[src/rtl/uart_pkg.sv]
// Shared UART receiver types and constants, also used by control_unit.
package uart_pkg;

    typedef enum logic [1:0] {
        ST_IDLE  = 2'd0,
        ST_START = 2'd1,
        ST_DATA  = 2'd2,
        ST_STOP  = 2'd3
    } rx_state_e;

    localparam int unsigned DATA_BITS  = 8;
    localparam logic        STOP_LEVEL = 1'b1;

    localparam logic [31:0] UART_ADDR = 32'h0000_0204;
    localparam logic [31:0] LED_ADDR  = 32'h0000_01ec;

    // Word returned on the load_uart read path.
    typedef struct packed {
        logic [22:0] rsvd;
        logic        not_empty;
        logic [7:0]  data;
    } rx_word_t;

endpackage

[src/rtl/sync_fifo.sv]
// Small synchronous FIFO: pointers plus occupancy counter, head shown combinationally.
module sync_fifo #(
    parameter int unsigned WIDTH = 8,
    parameter int unsigned DEPTH = 4
) (
    input  logic                   clk,
    input  logic                   rst,
    input  logic                   push,
    input  logic [WIDTH-1:0]       wdata,
    input  logic                   pop,
    output logic [WIDTH-1:0]       head,
    output logic [$clog2(DEPTH):0] count,
    output logic                   full,
    output logic                   empty
);

    localparam int unsigned AW = $clog2(DEPTH);
    localparam int unsigned CW = $clog2(DEPTH) + 1;

    logic [WIDTH-1:0] mem_q [DEPTH];
    logic [AW-1:0]    wr_ptr_q, wr_ptr_d;
    logic [AW-1:0]    rd_ptr_q, rd_ptr_d;
    logic [CW-1:0]    count_q, count_d;
    logic             do_push_c;
    logic             do_pop_c;

    assign empty     = (count_q == '0);
    assign full      = (count_q == CW'(DEPTH));
    assign do_pop_c  = pop & ~empty;
    assign do_push_c = push & (~full | do_pop_c);
    assign head      = empty ? '0 : mem_q[rd_ptr_q];
    assign count     = count_q;

    // Next pointer and occupancy; pointers wrap naturally at power-of-2 depth.
    always_comb begin
        wr_ptr_d = wr_ptr_q;
        rd_ptr_d = rd_ptr_q;
        count_d  = count_q;
        if (do_push_c) wr_ptr_d = wr_ptr_q + AW'(1);
        if (do_pop_c)  rd_ptr_d = rd_ptr_q + AW'(1);
        if (do_push_c && !do_pop_c)      count_d = count_q + CW'(1);
        else if (!do_push_c && do_pop_c) count_d = count_q - CW'(1);
    end

    // Pointer and counter registers.
    always_ff @(posedge clk or negedge rst) begin
        if (!rst) begin
            wr_ptr_q <= '0;
            rd_ptr_q <= '0;
            count_q  <= '0;
        end else begin
            wr_ptr_q <= wr_ptr_d;
            rd_ptr_q <= rd_ptr_d;
            count_q  <= count_d;
        end
    end

    // Storage array; contents are don't-care while the slot is unoccupied.
    always_ff @(posedge clk) begin
        if (do_push_c) mem_q[wr_ptr_q] <= wdata;
    end

endmodule

[src/rtl/uart_rx_intc.sv]
// 8N1 UART receiver with byte FIFO and edge-style interrupt request for control_unit.
module uart_rx_intc
    import uart_pkg::*;
#(
    parameter int unsigned CLKS_PER_BIT = 16,
    parameter int unsigned FIFO_DEPTH   = 4,
    parameter int unsigned INT_PULSE    = 4
) (
    input  logic                        clk,
    input  logic                        rst,
    input  logic                        rx,
    input  logic                        uart_read_end,
    output logic [31:0]                 rx_data,
    output logic                        int_sig,
    output logic                        rx_overrun,
    output logic                        rx_frame_err,
    output logic [$clog2(FIFO_DEPTH):0] fifo_count
);

    localparam int unsigned CW   = $clog2(FIFO_DEPTH) + 1;
    localparam int unsigned CNTW = $clog2(CLKS_PER_BIT);
    localparam int unsigned BIW  = $clog2(DATA_BITS);
    localparam int unsigned PW   = $clog2(INT_PULSE + 1);
    localparam int unsigned HALF = CLKS_PER_BIT / 2;

    logic            rx_meta_q, rx_s_q, rx_prev_q;
    logic            fall_c;
    rx_state_e       state_q;
    logic [CNTW-1:0] cnt_q;
    logic [BIW-1:0]  bit_idx_q;
    logic [7:0]      shift_q;
    logic            stop_sample_c, push_c, ferr_c;

    logic [7:0]      head;
    logic [CW-1:0]   count;
    logic            full, empty;
    logic            pop_acc_c, ovr_set_c, event_c;

    logic            ovr_q, ferr_q;
    logic            int_q, int_d;
    logic            gap_q, gap_d;
    logic [PW-1:0]   hi_cnt_q, hi_cnt_d;
    rx_word_t        word_c;

    // Two-flop synchroniser plus one history flop for falling-edge detection.
    always_ff @(posedge clk or negedge rst) begin
        if (!rst) begin
            rx_meta_q <= 1'b1;
            rx_s_q    <= 1'b1;
            rx_prev_q <= 1'b1;
        end else begin
            rx_meta_q <= rx;
            rx_s_q    <= rx_meta_q;
            rx_prev_q <= rx_s_q;
        end
    end

    assign fall_c = rx_prev_q & ~rx_s_q;

    // Frame receiver: mid-start check, then LSB-first data bits, then stop bit.
    always_ff @(posedge clk or negedge rst) begin
        if (!rst) begin
            state_q   <= ST_IDLE;
            cnt_q     <= '0;
            bit_idx_q <= '0;
            shift_q   <= '0;
        end else begin
            case (state_q)
                ST_IDLE: begin
                    if (fall_c) begin
                        state_q <= ST_START;
                        cnt_q   <= '0;
                    end
                end
                ST_START: begin
                    if (cnt_q == CNTW'(HALF - 1)) begin
                        cnt_q     <= '0;
                        bit_idx_q <= '0;
                        state_q   <= rx_s_q ? ST_IDLE : ST_DATA;
                    end else begin
                        cnt_q <= cnt_q + CNTW'(1);
                    end
                end
                ST_DATA: begin
                    if (cnt_q == CNTW'(CLKS_PER_BIT - 1)) begin
                        cnt_q            <= '0;
                        shift_q[bit_idx_q] <= rx_s_q;
                        if (bit_idx_q == BIW'(DATA_BITS - 1)) state_q <= ST_STOP;
                        else bit_idx_q <= bit_idx_q + BIW'(1);
                    end else begin
                        cnt_q <= cnt_q + CNTW'(1);
                    end
                end
                ST_STOP: begin
                    if (cnt_q == CNTW'(CLKS_PER_BIT - 1)) begin
                        cnt_q   <= '0;
                        state_q <= ST_IDLE;
                    end else begin
                        cnt_q <= cnt_q + CNTW'(1);
                    end
                end
                default: state_q <= ST_IDLE;
            endcase
        end
    end

    // Stop-bit sample decides between push and framing error in the same cycle.
    assign stop_sample_c = (state_q == ST_STOP) && (cnt_q == CNTW'(CLKS_PER_BIT - 1));
    assign push_c        = stop_sample_c && (rx_s_q == STOP_LEVEL);
    assign ferr_c        = stop_sample_c && (rx_s_q != STOP_LEVEL);

    sync_fifo #(
        .WIDTH (8),
        .DEPTH (FIFO_DEPTH)
    ) u_fifo (
        .clk   (clk),
        .rst   (rst),
        .push  (push_c),
        .wdata (shift_q),
        .pop   (uart_read_end),
        .head  (head),
        .count (count),
        .full  (full),
        .empty (empty)
    );

    // Request on push into empty FIFO, or on a pop that still leaves data behind.
    assign pop_acc_c = uart_read_end & ~empty;
    assign ovr_set_c = push_c & full & ~pop_acc_c;
    assign event_c   = (push_c & empty) | (pop_acc_c & ((count > CW'(1)) | push_c));

    // Sticky error flags, cleared by the next accepted pop.
    always_ff @(posedge clk or negedge rst) begin
        if (!rst) begin
            ovr_q  <= 1'b0;
            ferr_q <= 1'b0;
        end else begin
            if (ovr_set_c)      ovr_q <= 1'b1;
            else if (pop_acc_c) ovr_q <= 1'b0;
            if (ferr_c)         ferr_q <= 1'b1;
            else if (pop_acc_c) ferr_q <= 1'b0;
        end
    end

    // Interrupt pulse: a request while high inserts one low cycle so a fresh edge is seen.
    always_comb begin
        int_d    = int_q;
        gap_d    = 1'b0;
        hi_cnt_d = hi_cnt_q;
        if (event_c) begin
            if (int_q) begin
                int_d = 1'b0;
                gap_d = 1'b1;
            end else begin
                int_d    = 1'b1;
                hi_cnt_d = PW'(INT_PULSE - 1);
            end
        end else if (gap_q) begin
            int_d    = 1'b1;
            hi_cnt_d = PW'(INT_PULSE - 1);
        end else if (int_q) begin
            if (hi_cnt_q == '0) int_d = 1'b0;
            else hi_cnt_d = hi_cnt_q - PW'(1);
        end
    end

    // Interrupt pulse registers.
    always_ff @(posedge clk or negedge rst) begin
        if (!rst) begin
            int_q    <= 1'b0;
            gap_q    <= 1'b0;
            hi_cnt_q <= '0;
        end else begin
            int_q    <= int_d;
            gap_q    <= gap_d;
            hi_cnt_q <= hi_cnt_d;
        end
    end

    // Read-path word: valid flag plus head byte.
    always_comb begin
        word_c           = '0;
        word_c.not_empty = ~empty;
        word_c.data      = head;
    end

    assign rx_data      = word_c;
    assign int_sig      = int_q;
    assign rx_overrun   = ovr_q;
    assign rx_frame_err = ferr_q;
    assign fifo_count   = count;

endmodule

[config.mk]
export PLATFORM = sky130hd
export DESIGN_NAME = uart_rx_intc
export DESIGN_NICKNAME = d
export VERILOG_FILES = /design/src/rtl/uart_pkg.sv /design/src/rtl/sync_fifo.sv /design/src/rtl/uart_rx_intc.sv
export SDC_FILE = /design/constraint.sdc
export NUM_CORES = 1
export LEC_CHECK = 0
export CORE_MARGIN = 5
export CORE_UTILIZATION = 45
export DETAILED_ROUTE_END_ITERATION = 8
export PLACE_DENSITY_LB_ADDON = 0.15
export SYNTH_ARGS = -nofsm -noshare
export SYNTH_HDL_FRONTEND = slang
export SYNTH_HIERARCHICAL = 1
export SYNTH_SLANG_ARGS = --single-unit
[constraint.sdc]
create_clock -name clk -period 3 [get_ports clk]
set_input_delay 0.6 -clock clk [delete_from_list [all_inputs] [get_ports clk]]
set_output_delay 0.6 -clock clk [all_outputs]
set_load 0.01 [all_outputs]
==> metrics.md <==
| Metric | Value |
|---|---|
| Starting Density | `a little under half` |
| Outcome | `finished, final reports clean` |
| Distinct cells, synth | `45` |
| Minimum clock period | `2.68 ns` |
| Worst skew pair latency | `0.34 ns` |
| N_diodes | `0` |
| Die Wd | `94.1 um` |
| Synth top cells by count | `edfxtp_1 (32), dfrtp_1 (31), buf_4 (24), nand2_1 (21), o21ai_0 (16)` |
| P per Cell Area | `a little over 800 mW/mm2` |
| Most frequent cell after synthesis | `edfxtp_1` |
| Kind of critical path | `reg2out` |
| Clock root buffer | `clkbuf_8` |
| Clock Skew | `0.00725 ns` |
| Primary FF master, synth | `edfxtp_1` |
| Wire per inst | `14.0 um` |
| Switching share of power | `32.1%` |
| Finished Cell Area | `between 0.003 and 0.004 mm2` |
| Buf/Inv on CP | `3` |
| Post-DP HPWL | `3.49 mm` |
| Final-report setup violation count | `0` |
| Hold Buf Count CTS | `0` |
| Vias per cell | `4.65` |
| Sink Count | `66` |
| Worst relative slew slack | `between 50% and 60%` |
| Initial antenna violation count | `0` |
| Total setup buffers inserted after CTS | `0` |
| Crit Path Max Fanout | `11` |
| Final Total Pwr | `2.94 mW` |
| Unrepaired setup endpoints after global routing | `false` |
| Max Cap Viol | `0` |
| Int Pwr | `1.99 mW` |
| CP max stage cell | `or3_4` |
| Final Slew Violations | `0` |
| Final #Nets | `around 290` |
| CP max stage delay | `roughly 0.5 ns` |
| WP data arrival | `2.08 ns` |
| Rows | `30` |
| Total congestion overflow | `0` |
| Comb power frac | `about a third` |
| Hold_ws | `between 0.3 and 0.4 ns` |
| Initial drt markers | `83` |
| Cell count after synthesis | `246` |
| Fill count | `a little over 600` |
| Post-route setup TNS | `0 ns` |
| I/O Pins | `42` |
| EDFF count, synth | `32` |
| Routability cong. | `0.725` |
| First-pass GRT wire length | `8.89 mm` |
| Fin. Hold Viols | `0` |
| Post-synth top area share | `a little under a third` |
| Die area | `0.00886 mm2` |
| Clock share of power | `between 20% and 30%` |
| Syn-to-layout area delta | `11.9%` |
| CTS H-Tree Depth | `3` |
| Yosys reg bits | `66` |
| Synth top area cells | `edfxtp_1 (30%), dfrtp_1 (24%), buf_4 (5.7%)` |
| Number of global-route vias before repair | `1784` |
| Post-CTS resize count | `0` |
| Synthesized cell area | `0.00319 mm2` |
| Sequential share of power | `around two fifths` |
| DR pass1 iterations | `4` |
| Hold Path Class | `reg2reg` |
| Core Area | `0.00683 mm2` |
| CP required | `2.40 ns` |
| Seq/Total Area, Yosys | `between 50% and 60%` |
| Final period utilization | `89.4%` |
| Die Y-Extent | `94.1 um` |
| Pleak | `1.42 nW` |
| CTS tree | `yes` |
| Peak VDD IR | `slightly below 400 uV` |
| Worst-path clk slew | `0.07 ns` |
| Overall global routing resource usage | `13.4%` |
| DRC violations left | `0` |
| Avg Cell Area, Syn | `12.9 um2` |
| Pin count of the biggest net entering global routing | `35` |
| Post-Route WL | `5.19 mm` |
| Area leader, netlist | `edfxtp_1` |
| Switching power | `0.943 mW` |
| Layout cells sized above 1 | `roughly 17%` |
| TritonCTS buffer count | `9` |
| Vias | `1725` |
| Fmax | `roughly 370 MHz` |
| Worst Setup Start Kind | `register` |
| Worst path cell trace | `or3_4 -> inv_1 -> inv_1 -> clkdlybuf4s50_1` |
| Worst slew pin tran | `approximately 0.6 ns` |
| CP top delay family | `buffers and inverters` |
| CP most frequent cell | `inv_1` |
| Worst setup EP type | `primary output` |
| Post-DRT Antenna Nets | `0` |
| IO buf count | `18` |
| Area after DPL | `0.00337 mm2` |
| Synth async-reset ratio | `51.5%` |
| Final core utilization | `52.2%` |
| Yosys warnings | `6` |
| Worst-case clock buffer depth | `2` |
==> placed cells by master (no fill, tap or decap), drive strengths merged, types with 2 or more instances in the layout <==
cell / netlist / routed
edfxtp: 32 / 32
dfrtp: 31 / 31
conb: 1 / 23
nand2: 21 / 21
clkdlybuf4s50: 0 / 18
o21ai: 16 / 16
inv: 13 / 13
and2: 12 / 12
mux2: 11 / 11
ha: 10 / 10
nor2: 9 / 9
clkbuf: 2 / 9
mux4: 8 / 8
nand3: 7 / 7
xnor2: 5 / 5
a21oi: 4 / 4
buf: 29 / 4
nor3b: 4 / 4
nor3: 3 / 3
xor2: 3 / 3
clkinvlp: 0 / 3
dfstp: 3 / 3
clkinv: 0 / 3
nand3b: 2 / 2
and3b: 2 / 2
o31ai: 2 / 2
or2: 2 / 2
a21boi: 2 / 2
==> state kept, by name, indices dropped and copies added, names as in the netlist, 2 cells and up, named ones only <==
register and cells:
bit_idx_q 3, u_fifo/mem_q 32, shift_q 8, u_fifo/wr_ptr_q 2, hi_cnt_q 3, u_fifo/rd_ptr_q 2, u_fifo/count 3, cnt_q 4
==> worst register-to-register path, delay by kind of cell (launching register included) <==
family | cells | cell delay (ns)
AND/OR/NAND/NOR | 3 | 0.55
flip-flops | 1 | 0.38
adder cells (fa/ha/maj) | 3 | 0.89
XOR/XNOR | 2 | 0.30
buffers and inverters | 2 | 0.12
AO/OA/AOI/OAI | 1 | 0.29
==> final timing paths <==
check,end,cells past startpoint,slack (ns),from
worst min-delay path,rx_s_q,0,0.36,rx_meta_q
min in group asynchronous,hi_cnt_q[2],2,0.67,rst
worst max register to register,u_fifo/count[2],11,0.40,cnt_q[0]
max in group asynchronous,rx_prev_q,2,1.99,rst
worst min register to register,rx_s_q,0,0.36,rx_meta_q
worst max-delay path,rx_data[8],4,0.32,u_fifo/count[0]
==> routing by layer <==
layer  routed length [um]  GRT usage, %  vias up
li1                     -             -      862
met1                 2450          18.2      827
met2                 2510          19.8       27
met3                  138          2.88        9
met4                   96          7.58        0
met5                    0             0        -
==> through the flow <==
step | worst slack [ns] | cells
floorplan | 0.606 | 268
global placement | 0.438 | 355
detailed placement | 0.387 | 355
CTS | 0.279 | 371
global route | 0.190 | 371
finish | 0.317 | 371
==> final cells by class <==
class                           count  area (um2)  area share (%)
Timing Repair Buffer               22         210            5.89
Sequential cell                    66        1820            50.9
Inverter                           13        48.8            1.37
Clock inverter                      7        70.1            1.96
Tap cell                           96         120            3.37
Clock buffer                        9         124            3.47
Multi-Input combinational cell    158        1180            33.0
==> cell families after synthesis <==
group | count (synthesis) | share of synthesized area [%]
simple gates | 67 | 12.3
flops | 66 | 57.0
buf+inv | 44 | 8.64
compound gates | 29 | 5.38
mux | 20 | 9.86
fa+ha+maj | 11 | 4.56
xor+xnor | 8 | 2.20
other cells | 1 | 0.118
==> power groups by stage <==
stage	clock, mW	sequential [mW]	combinational (mW)
3_5_place_dp	0	1.24	1.01
5_1_grt	0.797	1.25	1.11
2_1_floorplan	0	1.19	0.723
3_3_place_gp	0	1.24	1.01
6_report	0.719	1.22	0.997
4_1_cts	0.741	1.22	1.02
No activity file was read; power rests on OpenSTA's default activity.
